File: src/rtl/mem_port_arbiter.sv
// Single-bus arbiter between the instruction fetch and data ports of the pipeline.
// One transaction in flight: IDLE -> REQ -> WAIT -> DONE, with fetch anti-starvation and timeout.
module mem_port_arbiter #(
  parameter int ADDR_W       = 32,
  parameter int DATA_W       = 32,
  parameter int STARVE_LIMIT = 4,
  parameter int TIMEOUT      = 255
) (
  input  logic                clk,
  input  logic                rst,
  input  logic                if_req,
  input  logic [ADDR_W-1:0]   if_addr,
  output logic [DATA_W-1:0]   if_rdata,
  output logic                if_ack,
  output logic                if_stall,
  input  logic                dm_req,
  input  logic                dm_we,
  input  logic [ADDR_W-1:0]   dm_addr,
  input  logic [DATA_W-1:0]   dm_wdata,
  input  logic [DATA_W/8-1:0] dm_be,
  output logic [DATA_W-1:0]   dm_rdata,
  output logic                dm_ack,
  output logic                dm_stall,
  output logic                bus_err,
  output logic                mem_req,
  output logic                mem_we,
  output logic [ADDR_W-1:0]   mem_addr,
  output logic [DATA_W-1:0]   mem_wdata,
  output logic [DATA_W/8-1:0] mem_be,
  input  logic                mem_gnt,
  input  logic                mem_rvalid,
  input  logic [DATA_W-1:0]   mem_rdata
);

  typedef enum logic [1:0] {IDLE, REQ, WAIT, DONE} state_t;

  localparam logic [7:0] STARVE_MAX = 8'(STARVE_LIMIT);
  localparam logic [7:0] TO_LAST    = 8'(TIMEOUT - 1);

  state_t     state_reg;
  logic       owner_dm_reg;
  logic [7:0] starve_cnt_reg;
  logic [7:0] to_cnt_reg;
  logic       fetch_win;
  logic       data_win;

  // Data normally has priority; fetch wins once it has been passed over STARVE_LIMIT times.
  assign fetch_win = if_req && (!dm_req || (starve_cnt_reg == STARVE_MAX));
  assign data_win  = dm_req && !fetch_win;

  assign if_stall = if_req & ~if_ack;
  assign dm_stall = dm_req & ~dm_ack;

  always_ff @(posedge clk or negedge rst) begin
    if (!rst) begin
      state_reg      <= IDLE;
      owner_dm_reg   <= 1'b0;
      starve_cnt_reg <= '0;
      to_cnt_reg     <= '0;
      mem_req        <= 1'b0;
      mem_we         <= 1'b0;
      mem_addr       <= '0;
      mem_wdata      <= '0;
      mem_be         <= '0;
      if_rdata       <= '0;
      dm_rdata       <= '0;
      if_ack         <= 1'b0;
      dm_ack         <= 1'b0;
      bus_err        <= 1'b0;
    end else begin
      if_ack  <= 1'b0;
      dm_ack  <= 1'b0;
      bus_err <= 1'b0;
      case (state_reg)
        IDLE: begin
          if (fetch_win || data_win) begin
            owner_dm_reg <= data_win;
            mem_addr     <= fetch_win ? if_addr : dm_addr;
            mem_we       <= fetch_win ? 1'b0 : dm_we;
            mem_wdata    <= fetch_win ? '0 : dm_wdata;
            mem_be       <= fetch_win ? '1 : dm_be;
            mem_req      <= 1'b1;
            to_cnt_reg   <= '0;
            state_reg    <= REQ;
            if (data_win && if_req) begin
              if (starve_cnt_reg != STARVE_MAX)
                starve_cnt_reg <= starve_cnt_reg + 8'd1;
            end else begin
              starve_cnt_reg <= '0;
            end
          end
        end
        REQ: begin
          // Any rvalid seen here is ignored: a response cannot share the grant cycle.
          if (mem_gnt) begin
            mem_req    <= 1'b0;
            to_cnt_reg <= '0;
            state_reg  <= WAIT;
          end else if (to_cnt_reg == TO_LAST) begin
            mem_req   <= 1'b0;
            bus_err   <= 1'b1;
            state_reg <= DONE;
            if (owner_dm_reg) begin
              dm_rdata <= '0;
              dm_ack   <= 1'b1;
            end else begin
              if_rdata <= '0;
              if_ack   <= 1'b1;
            end
          end else begin
            to_cnt_reg <= to_cnt_reg + 8'd1;
          end
        end
        WAIT: begin
          if (mem_rvalid) begin
            state_reg <= DONE;
            if (owner_dm_reg) begin
              dm_rdata <= mem_we ? '0 : mem_rdata;
              dm_ack   <= 1'b1;
            end else begin
              if_rdata <= mem_rdata;
              if_ack   <= 1'b1;
            end
          end else if (to_cnt_reg == TO_LAST) begin
            bus_err   <= 1'b1;
            state_reg <= DONE;
            if (owner_dm_reg) begin
              dm_rdata <= '0;
              dm_ack   <= 1'b1;
            end else begin
              if_rdata <= '0;
              if_ack   <= 1'b1;
            end
          end else begin
            to_cnt_reg <= to_cnt_reg + 8'd1;
          end
        end
        DONE: begin
          // No arbitration here so the finishing requester's held req is not re-granted.
          state_reg <= IDLE;
        end
        default: state_reg <= IDLE;
      endcase
    end
  end

endmodule

File: config.mk
export PLATFORM = sky130hd
export DESIGN_NAME = mem_port_arbiter
export DESIGN_NICKNAME = d
export VERILOG_FILES = /design/src/rtl/mem_port_arbiter.sv
export SDC_FILE = /design/constraint.sdc
export NUM_CORES = 1
export LEC_CHECK = 0
export BUFFER_PORTS_ARGS = -buffer_cell sky130_fd_sc_hd__buf_4
export CORE_MARGIN = 10
export CORE_UTILIZATION = 48
export DETAILED_ROUTE_END_ITERATION = 10
export GPL_ROUTABILITY_DRIVEN = 0
export GPL_TIMING_DRIVEN = 0
export PLACE_DENSITY = 0.8
export SLEW_MARGIN = 20
export SYNTH_ARGS = -nofsm -noshare
export SYNTH_HDL_FRONTEND = slang
export SYNTH_SLANG_ARGS = --single-unit
File: constraint.sdc
create_clock -name clk -period 2.01 [get_ports clk]
set_clock_uncertainty 0.05 [all_clocks]
set_input_delay 0.402 -clock clk [delete_from_list [all_inputs] [get_ports clk]]
set_output_delay 0.402 -clock clk [all_outputs]
set_load 0.01 [all_outputs]
==> results of run 1 <==
==> area by class of cell <==
type / instances / area (um2)
flip-flops and latches: 156 / 3900
plain buffers: 42 / 292
repair buffers: 283 / 2150
clock buffers: 19 / 453
inverters: 7 / 26.3
multi-input cells: 419 / 2470
clock inverters: 13 / 141
fillers: 1047 / 3740
well taps: 176 / 220
==> cells in the final DEF (no fill, tap or decap), types with 3 or more instances in the layout <==
cell       count
buf_4        283
dfrtp_1      156
nand2_1      108
a21oi_1       77
a22o_1        64
nor2_1        53
o21ai_0       37
clkbuf_16     17
buf_2         16
buf_6         10
inv_1          7
clkbuf_4       6
a31oi_1        6
nand4_1        6
ha_1           6
nor2b_1        5
nand3_1        4
clkbuf_2       4
clkinv_2       4
o21a_1         3
o31ai_1        3
xor2_1         3
ha_2           3
clkinv_4       3
==> metrics by stage <==
| stage | area [um2] | hold WS [ns] | power (mW) |
|---|---|---|---|
| finish | 9660 | 0.158 | 14.3 |
| global route | 9660 | 0.146 | 15.2 |
| CTS | 9580 | 0.142 | 14.3 |
| detailed placement | 8950 | 0.357 | 11.0 |
| global placement | 8910 | 0.413 | 10.8 |
| floorplan | 6620 | 0.0564 | 7.89 |
==> power breakdown <==
group	internal [mW]	switching (mW)
sequential	4.39	0.781
combinational	2.89	2.98
clock	1.90	1.31
==> cell usage after synthesis, types with 3 or more instances <==
cell type  instances
buf_2             20
nor2_1            53
o31ai_1            3
nand4_1            6
inv_1              7
dfrtp_1          156
o21ai_0           38
buf_6             10
buf_1              3
a21oi_1           78
ha_1               9
a31oi_1            6
a22o_1            64
nand3_1            4
nor2b_1            5
xor2_1             3
o21a_1             3
nand2_1          108
clkbuf_1           8
==> worst paths after layout <==
path	startpoint	end	slack (ns)
worst max-delay path	state_reg[1]$_DFFE_PN0P_	dm_rdata[14]$_DFFE_PN0P_	0.11
worst min-delay path	mem_rdata[25]	dm_rdata[25]$_DFFE_PN0P_	0.16
worst max register to register	state_reg[1]$_DFFE_PN0P_	dm_rdata[14]$_DFFE_PN0P_	0.11
worst min register to register	mem_wdata[4]$_DFFE_PN0P_	mem_wdata[4]$_DFFE_PN0P_	0.43
max in group asynchronous	rst	starve_cnt_reg[2]$_DFFE_PN0P_	0.63
min in group asynchronous	rst	dm_rdata[10]$_DFFE_PN0P_	0.49
==> routing by layer <==
metal	part of all wire (%)	routed length, um	vias up
li1	-	-	2820
met1	36	7970	2884
met2	48	10700	325
met3	13	2880	41
met4	2.3	506	0
met5	0	0	-
==> timing repair <==
action / 4_1_cts / 5_1_grt
hold buffers: 1 / 0
setup buffers: 0 / 5
hold endpoints to repair: 75 / 0
pin swaps: 0 / 3
gates resized for setup: 7 / 27
setup endpoints to repair: 34 / 131
==> kinds of logic after synthesis <==
logic type | Yosys count | synth area share [%]
xor+xnor | 5 | 0.661
fa+ha+maj | 9 | 1.70
flops | 156 | 59.0
compound gates | 208 | 20.7
buf+inv | 49 | 4.35
simple gates | 197 | 13.6
==> metrics.md, run 1 <==
| Metric | Value |
|---|---|
| Die Width | ~140 um |
| Crit path buf inv count | 2 |
| Layout area overhead | 46.0% |
| TritonCTS clock tree | built |
| Number of distinct library cells after synthesis | 48 |
| FF-to-FF path depth | 7 |
| Worst-Skew Late Latency | around 0.42 ns |
| Share of the synthesized area in the top cell type | between 50% and 60% |
| Yosys warnings | 0 |
| Fin. Hold Viols | 0 |
| # rows | 42 |
| Antenna violations before repair | 0 |
| Final net count | ~1100 |
| Largest net degree at the start of global routing | slightly above 80 |
| Crit-path cells | inv_1, ha_2, nand4_1, o21bai_4, nand4_4, buf_6, a22o_1 |
| Final ANT Viol Nets | 0 |
| 1st-iter DRT viols | around 370 |
| Crit Path Category | reg -> reg |
| Critical Path Stages | 7 |
| RSZ-0062 raised after global routing | true |
| Final min period | approximately 1.9 ns |
| I/O pin count | 278 |
| Core Util, Final | 72.1% |
| Post-synth EDFFs | 0 |
| Die H | 137 um |
| DRC | 0 |
| Final HPWL DP | 16600 um |
| Setup TNS | 0 ns |
| Placement Setup Slack | -0.0699 ns |
| Startpoint types | flop |
| Leak Pwr | 4.94 nW |
| Final period util | 94.3% |
| Routed via count | approximately 6100 |
| Post-synthesis sequential area ratio | about three fifths |
| Total gr overflow | 0 |
| Slowest stage delay, CP | ~0.40 ns |
| Non-Filler Instances | approximately 1100 |
| Pwr Density | about 1500 nW/um2 |
| Synth top area cells | dfrtp_1 59%, a22o_1 8.5%, nand2_1 6.1% |
| Clk slew on worst S/H paths | roughly 0.070 ns |
| Die area | 18900 um2 |
| Root buffer cell | clkbuf_16 |
| Critical Path Sink Type | flop |
| Ys async rst share | 100% |
| Setup ws final | ~0.11 ns |
| CTS buffer count | 17 |
| Slew at the pin closest to its max-slew limit | 0.563 ns |
| Mean area per synthesized cell | approximately 11 um2 |
| Slew Limit Headroom | about 62% |
| Core area | between 10000 and 15000 um2 |
| GRT Resource Usage Total | 23.0% |
| Status | complete, no violations |
| Met1 usage | about a quarter |
| Final setup fails | 0 |
| Drt pass-1 iters | 6 |
| Netlist Area Pre-Place | 6620 um2 |
| Layout cells sized above 1 | 39.2% |
| Slowest-stage cell, CP | dfrtp_1 |
| Grt met2 use | approximately 37% |
| Max Root-Sink Buffers | 2 |
| Cell accounting for the most synthesized area | dfrtp_1 |
| H-tree Lvls | 4 |
| CP top delay family | compound AO/OA/AOI/OAI gates |
| Min-delay worst type | in -> reg |
| Cells after DPL | 1077 |
| #FFs+latches synth | around 160 |
| Worst VDD drop | around 0.73 mV |
| Data arrival time of the worst path | approximately 2.2 ns |
| Initial Utilization | 49.4% |
| WL/cell | just under 20 um |
| GR Util met3 | 11.0% |
| Final WL | ~22000 um |
| CP Max Fanout | 10 |
| Via/cell ratio | between 5 and 6 |
| Vias in the first global route | a little over 6000 |
| Post-Syn Instances | 624 |
| Fmax achieved | 528 MHz |
| GR peak layer | met2 |
| First-pass GRT wire length | roughly 34000 um |
| Synth Flop Type | dfrtp_1 |
| Port buffer count | roughly 280 |
| # diodes | 0 |
| # clock sinks | ~160 |
| Critical Path RT | roughly 2.3 ns |
| Mapped Nets | about 770 |
| WHS Path Cells | 2 |
| Final Max Tran Viols | 0 |
| Max cap viols | 0 |
Note: power is estimated with default switching activity, not from simulation.
==> run 2, diff against run 1 <==
RECOVER_POWER = 100   (was unset)
==> run 2 against run 1 <==
Net effect: combinational power down 16%; register-to-register slack about the same; final cell count unchanged; non-clock buffer count unchanged; maximum frequency up 0.41%; global-route usage unchanged; first-iteration DRC count up 4.0%; clock power about the same; via count down 0.69%; critical path type unchanged; largest cell class unchanged.
==> metrics.md, run 2 (synthesized netlist as in run 1, its figures left out) <==
| Metric | Value |
|---|---|
| Leak Pwr | 4.40 nW (-11%) |
| Clk pwr share | 24.2% (+1.6 points) |
| Max Root-Sink Buffers | 2 (unchanged) |
| Fin. Hold Viols | 0 (unchanged) |
| Final hold slack | 0.161 ns (+0.00308 ns) |
| Data arrival time of the worst path | 2.14 ns (about the same) |
| Final setup fails | 0 (unchanged) |
| Routed via count | 6028 (-0.69%) |
| RSZ-0062 raised after global routing | true |
| Final Max Tran Viols | 0 (unchanged) |
| Startpoint types | flop |
| WHS Path Cells | 2 (unchanged) |
| # clock sinks | 156 (unchanged) |
| Crit Path Category | reg -> reg |
| Pwr Density | 1450 nW/um2 (-1.5%) |
| # diodes | 0 (unchanged) |
| Pint | 8.22 mW (-11%) |
| Slowest stage delay, CP | 0.40 ns (about the same) |
| Slew at the pin closest to its max-slew limit | 1.03 ns (+0.464 ns) |
| Worst-Skew Late Latency | 0.42 ns (about the same) |
| TritonCTS clock tree | built |
| Antenna violations before repair | 0 (unchanged) |
| Die H | 137 um (unchanged) |
| Drt pass-1 iters | 5 (-1) |
| Slew Limit Headroom | 31.6% (-31 points) |
| Die area | 18900 um2 (unchanged) |
| Fillcell total | 1188 (+13%) |
| Fmax achieved | 530 MHz (+0.41%) |
| Final period util | 93.9% (-0.38 points) |
| CP Max Fanout | 10 (unchanged) |
| CTS buffer count | 17 (unchanged) |
| Core area | 13400 um2 (unchanged) |
| Min-delay worst type | in -> reg |
| Worst VDD drop | 0.665 mV (-8.9%) |
| FF-to-FF path depth | 7 (unchanged) |
| Most frequent cells in the layout | 156 x dfrtp_1, 142 x buf_4, 141 x clkbuf_1, 108 x nand2_1, 77 x a21oi_1 |
| Most common cell after layout, fill and taps aside | dfrtp_1 |
| Final min period | 1.89 ns (-0.00770 ns) |
| Critical Path RT | 2.27 ns (about the same) |
| Status | complete, no violations |
| Slowest-stage cell, CP | dfrtp_1 |
| Psw | 5.04 mW (-0.70%) |
| I/O pin count | 278 (unchanged) |
| Initial Utilization | 49.4% (unchanged) |
| Final ANT Viol Nets | 0 (unchanged) |
| Sequential power share | 38.8% (+2.5 points) |
| 1st-iter DRT viols | 388 (+4.0%) |
| Max cap viols | 0 (unchanged) |
| Root buffer cell | clkbuf_16 |
| Layout cells sized above 1 | 24.4% (-15 points) |
| Final net count | 1074 (unchanged) |
| Final WL | 22000 um (about the same) |
| Vias in the first global route | 6178 (unchanged) |
| First-pass GRT wire length | 33800 um (unchanged) |
| Combinational power share | 36.9% (-4.2 points) |
| Setup TNS | 0 ns (unchanged) |
| Port buffer count | 276 (unchanged) |
| # rows | 42 (unchanged) |
| Via/cell ratio | 5.41 (-0.69%) |
| Largest net degree at the start of global routing | 82 (unchanged) |
| Critical Path Sink Type | flop |
| Die Width | 137 um (unchanged) |
| Crit-path cells | inv_1, ha_2, nand4_1, o21bai_4, nand4_4, buf_6, a22o_1 |
| H-tree Lvls | 4 (unchanged) |
| GRT Resource Usage Total | 23.0% (unchanged) |
| Total gr overflow | 0 (unchanged) |
| DRC | 0 (unchanged) |
| Final HPWL DP | 16600 um (unchanged) |
| Net Sw Frac | 38.0% (+2.4 points) |
| Layout area overhead | 37.8% |
| WL/cell | 19.7 um (about the same) |
| Clk slew on worst S/H paths | 0.07 ns (about the same) |
[run 2: cell types whose count changed in the layout (fill, tap and decap cells not counted)]
cell / change
clkbuf_4: +2
buf_12: +1
buf_2: -2
buf_8: -1
clkbuf_2: +3
buf_4: -141
buf_16: -1
clkbuf_1: +139
[run 2: timing repair]
action	in CTS	in global routing
resized for setup	7	27
setup buffers	0	5
endpoints found under the setup margin	34	131
hold buffers	1	0
pin swaps	0	3
endpoints found under the hold margin	75	0
[run 2: power by group through the flow]
stage | Sequential [mW] | Combinational, mW | Clock [mW]
floorplan | 5.66 | 2.23 | 0
CTS | 5.17 | 5.86 | 3.26
global placement | 5.15 | 5.68 | 0
finish | 5.14 | 4.90 | 3.21
detailed placement | 5.19 | 5.81 | 0
global route | 5.30 | 5.49 | 3.40
[run 2: worst paths after layout]
| path | startpoint | end | slack, ns |
|---|---|---|---|
| worst max-delay path | state_reg[1]$_DFFE_PN0P_ | dm_rdata[14]$_DFFE_PN0P_ | 0.12 |
| max in group asynchronous | rst | mem_wdata[4]$_DFFE_PN0P_ | 0.28 |
| min in group asynchronous | rst | dm_rdata[10]$_DFFE_PN0P_ | 0.66 |
| worst max register to register | state_reg[1]$_DFFE_PN0P_ | dm_rdata[14]$_DFFE_PN0P_ | 0.12 |
| worst min register to register | mem_wdata[4]$_DFFE_PN0P_ | mem_wdata[4]$_DFFE_PN0P_ | 0.42 |
| worst min-delay path | mem_rdata[25] | dm_rdata[25]$_DFFE_PN0P_ | 0.16 |
[run 2: final cells by class]
type | count | area [um2] | area share, %
Buffer | 42 | 289 | 3.17
Clock buffer | 19 | 453 | 4.96
Clock inverter | 13 | 141 | 1.55
Inverter | 7 | 26.3 | 0.288
Multi-Input combinational cell | 419 | 2470 | 27.1
Sequential cell | 156 | 3900 | 42.8
Tap cell | 176 | 220 | 2.41
Timing Repair Buffer | 283 | 1620 | 17.7
[run 2: per-layer routing]
metal	routed length, um	part of all wire, %	vias up	track usage [%]
met5	0	0	-	0
met4	446	2.0	0	8.14
met3	2730	12	38	11.0
met2	10600	48	302	37.3
met1	8210	37	2872	25.9
li1	-	-	2816	-
[run 2: metrics by stage]
| stage | instances | worst slack [ns] | area (um2) | power [mW] | utilization, % |
|---|---|---|---|---|---|
| floorplan | 624 | 0.273 | 6620 | 7.89 | - |
| global placement | 1076 | -0.313 | 8910 | 10.8 | 66.5 |
| detailed placement | 1077 | -0.0699 | 8950 | 11.0 | 66.8 |
| CTS | 1110 | 0.0132 | 9580 | 14.3 | 71.5 |
| global route | 1115 | -0.0116 | 9130 | 14.2 | 68.1 |
| finish | 1115 | 0.123 | 9130 | 13.3 | 68.1 |
[run 2: worst max-delay path, delay by kind of cell (launching register included)]
family          cells  cell delay [ns]
compound gates      2             0.41
flops               1             0.40
buf+inv             2             0.34
simple gates        2             0.33
fa+ha+maj           1             0.25
==> run 3, diff against run 2 <==
ABC_AREA = 1   (was unset)
CORE_UTILIZATION = 49   (was 48)
==> run 3 against run 2 <==
Net effect: register-to-register slack is essentially flat; wire length grew 7.1%; first-iteration DRC count grew 1.0%; maximum frequency shrank 0.68%; critical path depth grew 2; synthesized area grew 8.5%; sequential power grew 0.8%; global-route usage shrank 0.090 points; non-clock buffer count shrank 5; clock-buffer cell count grew 4.
==> metrics.md, run 3 <==
| Metric | Value |
|---|---|
| I/O pin count | 278 (unchanged) |
| Critical Path Sink Type | flop |
| Combinational power share | 36.0% (-0.9 points) |
| Final hold slack | 0.131 ns (-0.0303 ns) |
| Worst-Skew Late Latency | 0.42 ns (about the same) |
| Pwr Density | 1400 nW/um2 (-3.7%) |
| Synth top area cells | dfrtp_1 54%, nand2_1 21%, nand3_1 7.7% |
| DRC | 0 (unchanged) |
| CTS buffer count | 17 (unchanged) |
| Sequential power share | 38.3% (-0.5 points) |
| Non-Filler Instances | 1388 (+24%) |
| GRT Resource Usage Total | 22.9% (-0.090 points) |
| Pint | 8.30 mW (+0.95%) |
| Metal2 WL | 11400 um (+7.2%) |
| Vias in the first global route | 6770 (+9.6%) |
| Most common cell after layout, fill and taps aside | nand2_1 |
| Final net count | 1338 (+25%) |
| H-tree Lvls | 4 (unchanged) |
| Number of distinct library cells after synthesis | 32 (-33%) |
| Max Root-Sink Buffers | 2 (unchanged) |
| Post-synthesis sequential area ratio | 54.4% (-4.6 points) |
| Die Width | 141 um (+2.6%) |
| Worst R2R End | if_rdata[9]$_DFFE_PN0P_ |
| Layout cells sized above 1 | 18.5% (-5.9 points) |
| Slew at the pin closest to its max-slew limit | 0.664 ns (-0.363 ns) |
| Most frequent cells in the layout | 405 x nand2_1, 156 x dfrtp_1, 148 x clkbuf_1, 142 x buf_4, 110 x nand3_1 |
| #FFs+latches synth | 156 (unchanged) |
| DR WL met3 | 1900 um (-31%) |
| Hold_sp | mem_rvalid |
| Mapped Nets | 1041 (+35%) |
| Post-synth EDFFs | 0 (unchanged) |
| Share of the synthesized area in the top cell type | 54.4% (-4.6 points) |
| Drt pass-1 iters | 6 (+1) |
| First-pass GRT wire length | 36600 um (+8.4%) |
| Final Max Tran Viols | 0 (unchanged) |
| Final HPWL DP | 17900 um (+7.5%) |
| 1st-iter DRT viols | 392 (+1.0%) |
| Mean area per synthesized cell | 8.04 um2 (-24%) |
| WL/cell | 17.0 um (-14%) |
| Net Sw Frac | 38.7% (+0.69 points) |
| Die area | 19900 um2 (+5.3%) |
| Psw | 5.24 mW (+3.9%) |
| Max layer used | met4 |
| Max cap viols | 0 (unchanged) |
| Multi-input logic area | 2710 um2 (+9.6%) |
| Data arrival time of the worst path | 2.21 ns (+0.07 ns) |
| # rows | 44 (+4.8%) |
| Critical Path RT | 2.32 ns (+0.05 ns) |
| Clk pwr share | 25.7% (+1.5 points) |
| Most frequent cell after synthesis | nand2_1 |
| Netlist Area Pre-Place | 7180 um2 (+8.5%) |
| CP endpoint | if_rdata[9]$_DFFE_PN0P_ |
| Final WL | 23600 um (+7.1%) |
| Via/cell ratio | 5.00 (-7.5%) |
| Startpoint types | flop |
| Initial Utilization | 49.8% (+0.38 points) |
| Fmax achieved | 526 MHz (-0.68%) |
| Routed via count | 6938 (+15%) |
| Root buffer cell | clkbuf_16 |
| Clk slew on worst S/H paths | 0.06 ns (about the same) |
| Port buffer count | 275 (-0.36%) |
| Layout area overhead | 34.7% |
| Final period util | 94.5% (+0.64 points) |
| Total gr overflow | 0 (unchanged) |
| Cells after DPL | 1353 (+26%) |
| Yosys warnings | 0 (unchanged) |
| Reg2reg start | state_reg[0]$_DFFE_PN0P_ |
| Ys async rst share | 100% (unchanged) |
| Fillcell total | 1278 (+7.6%) |
| Status | complete, no violations |
| Final setup fails | 0 (unchanged) |
| Antenna violations before repair | 1 (+1) |
| Sequential cell area | 3900 um2 (unchanged) |
| Core Util, Final | 67.1% (-1.0 points) |
| Reg2reg setup slack | 0.11 ns (about the same) |
| Post-Syn Instances | 893 (+43%) |
| Leak Pwr | 5.39 nW (+23%) |
| Slew Limit Headroom | 55.8% (+24 points) |
| Worst VDD drop | 0.817 mV (+23%) |
| CP Max Fanout | 10 (unchanged) |
| Synth Flop Type | dfrtp_1 |
| Min-delay worst type | in -> reg |
| Final min period | 1.90 ns (+0.0129 ns) |
| Setup crit start | state_reg[0]$_DFFE_PN0P_ |
| FF-to-FF path depth | 9 (+2) |
| Cell accounting for the most synthesized area | dfrtp_1 |
| # clock sinks | 156 (unchanged) |
| Fin. Hold Viols | 0 (unchanged) |
| Die H | 141 um (+2.6%) |
| Largest net degree at the start of global routing | 91 (+11%) |
| Metal-1 WL | 9450 um (+15%) |
| Commonest cells post-synth | 406 x nand2_1, 156 x dfrtp_1, 110 x nand3_1 |
| TritonCTS clock tree | built |
| Core area | 14400 um2 (+7.6%) |
| Final ANT Viol Nets | 0 (unchanged) |
| Crit Path Category | reg -> reg |
## run 3: cell types whose count changed after synthesis, moves of 4 or more
cell,before,now
nand3_1,4,110
buf_4,1,5
nor2b_1,5,0
nand2_1,108,406
a21oi_1,78,6
a22o_1,64,0
inv_1,7,86
nand4_1,6,1
a31oi_1,6,0
nor2_1,53,35
o21ai_0,38,15
## run 3: area by class of cell
class | instances | area share, %
inverter | 87 | 3.38
antenna | 1 | 0.0259
sequential | 156 | 40.4
tap | 184 | 2.38
clock buffer | 23 | 5.04
timing repair buffer | 278 | 16.4
clock inverter | 9 | 1.64
buffer | 42 | 2.78
multi-input combinational | 608 | 28.0
## run 3: cells by family (layout without fill, tap and decap cells)
logic type      count (synthesis)  after routing  share of synthesized area, %
flops                         156            156                          54.4
buf+inv                       129            439                          8.28
other cells                     0              1                             0
xor+xnor                        6              6                         0.732
fa+ha+maj                       9              9                          1.57
simple gates                  565            565                          32.7
compound gates                 28             28                          2.35
## run 3: power by group through the flow
| stage | sequential, mW | combinational [mW] | clock [mW] |
|---|---|---|---|
| 5_1_grt | 5.33 | 5.42 | 3.66 |
| 3_5_place_dp | 5.23 | 5.86 | 0 |
| 2_1_floorplan | 5.77 | 2.08 | 0 |
| 6_report | 5.18 | 4.87 | 3.48 |
| 3_3_place_gp | 5.17 | 5.75 | 0 |
| 4_1_cts | 5.19 | 5.90 | 3.53 |
## run 3: layer usage
metal	up-vias	GRT usage (%)
met3	47	6.92
met5	-	0
met4	0	9.13
met1	3286	27.2
li1	3344	-
met2	261	37.9
## run 3: per-stage QoR
step / power [mW] / setup TNS [ns] / instance area (um2) / worst slack (ns)
floorplan: 7.85 / 0 / 7180 / 0.366
global placement: 10.9 / -51.73 / 9480 / -0.344
detailed placement: 11.1 / -0.922 / 9510 / -0.0660
CTS: 14.6 / 0 / 10200 / 0.0452
global route: 14.4 / -0.0423 / 9670 / -0.0130
finish: 13.5 / 0 / 9670 / 0.110
## run 3: worst min-delay path by stage
stage               cells after the start                  endpoint  slack [ns]
global placement                        2  dm_rdata[18]$_DFFE_PN0P_        0.41
floorplan                               0         bus_err$_DFF_PN0_        0.06
detailed placement                      2  if_rdata[30]$_DFFE_PN0P_        0.41
global route                            2         bus_err$_DFF_PN0_        0.13
finish                                  2         bus_err$_DFF_PN0_        0.13
CTS                                     2         bus_err$_DFF_PN0_        0.11
## run 3: worst max-delay path: stages, from the launching register on
cell and delay (ns):
dfrtp_1 0.41, inv_1 0.15, ha_1 0.21, inv_1 0.10
o21ai_4 0.22, nand2_1 0.13, nor2_4 0.20, buf_4 0.21
nand2_1 0.07, nand2_1 0.07
## run 3: repair_timing
action | in CTS | in global routing
hold buffers | 1 | 0
endpoints found under the setup margin | 62 | 86
pin swaps | 1 | 0
hold endpoints to repair | 89 | 0
gates resized for setup | 2 | 9
setup buffers | 1 | 0
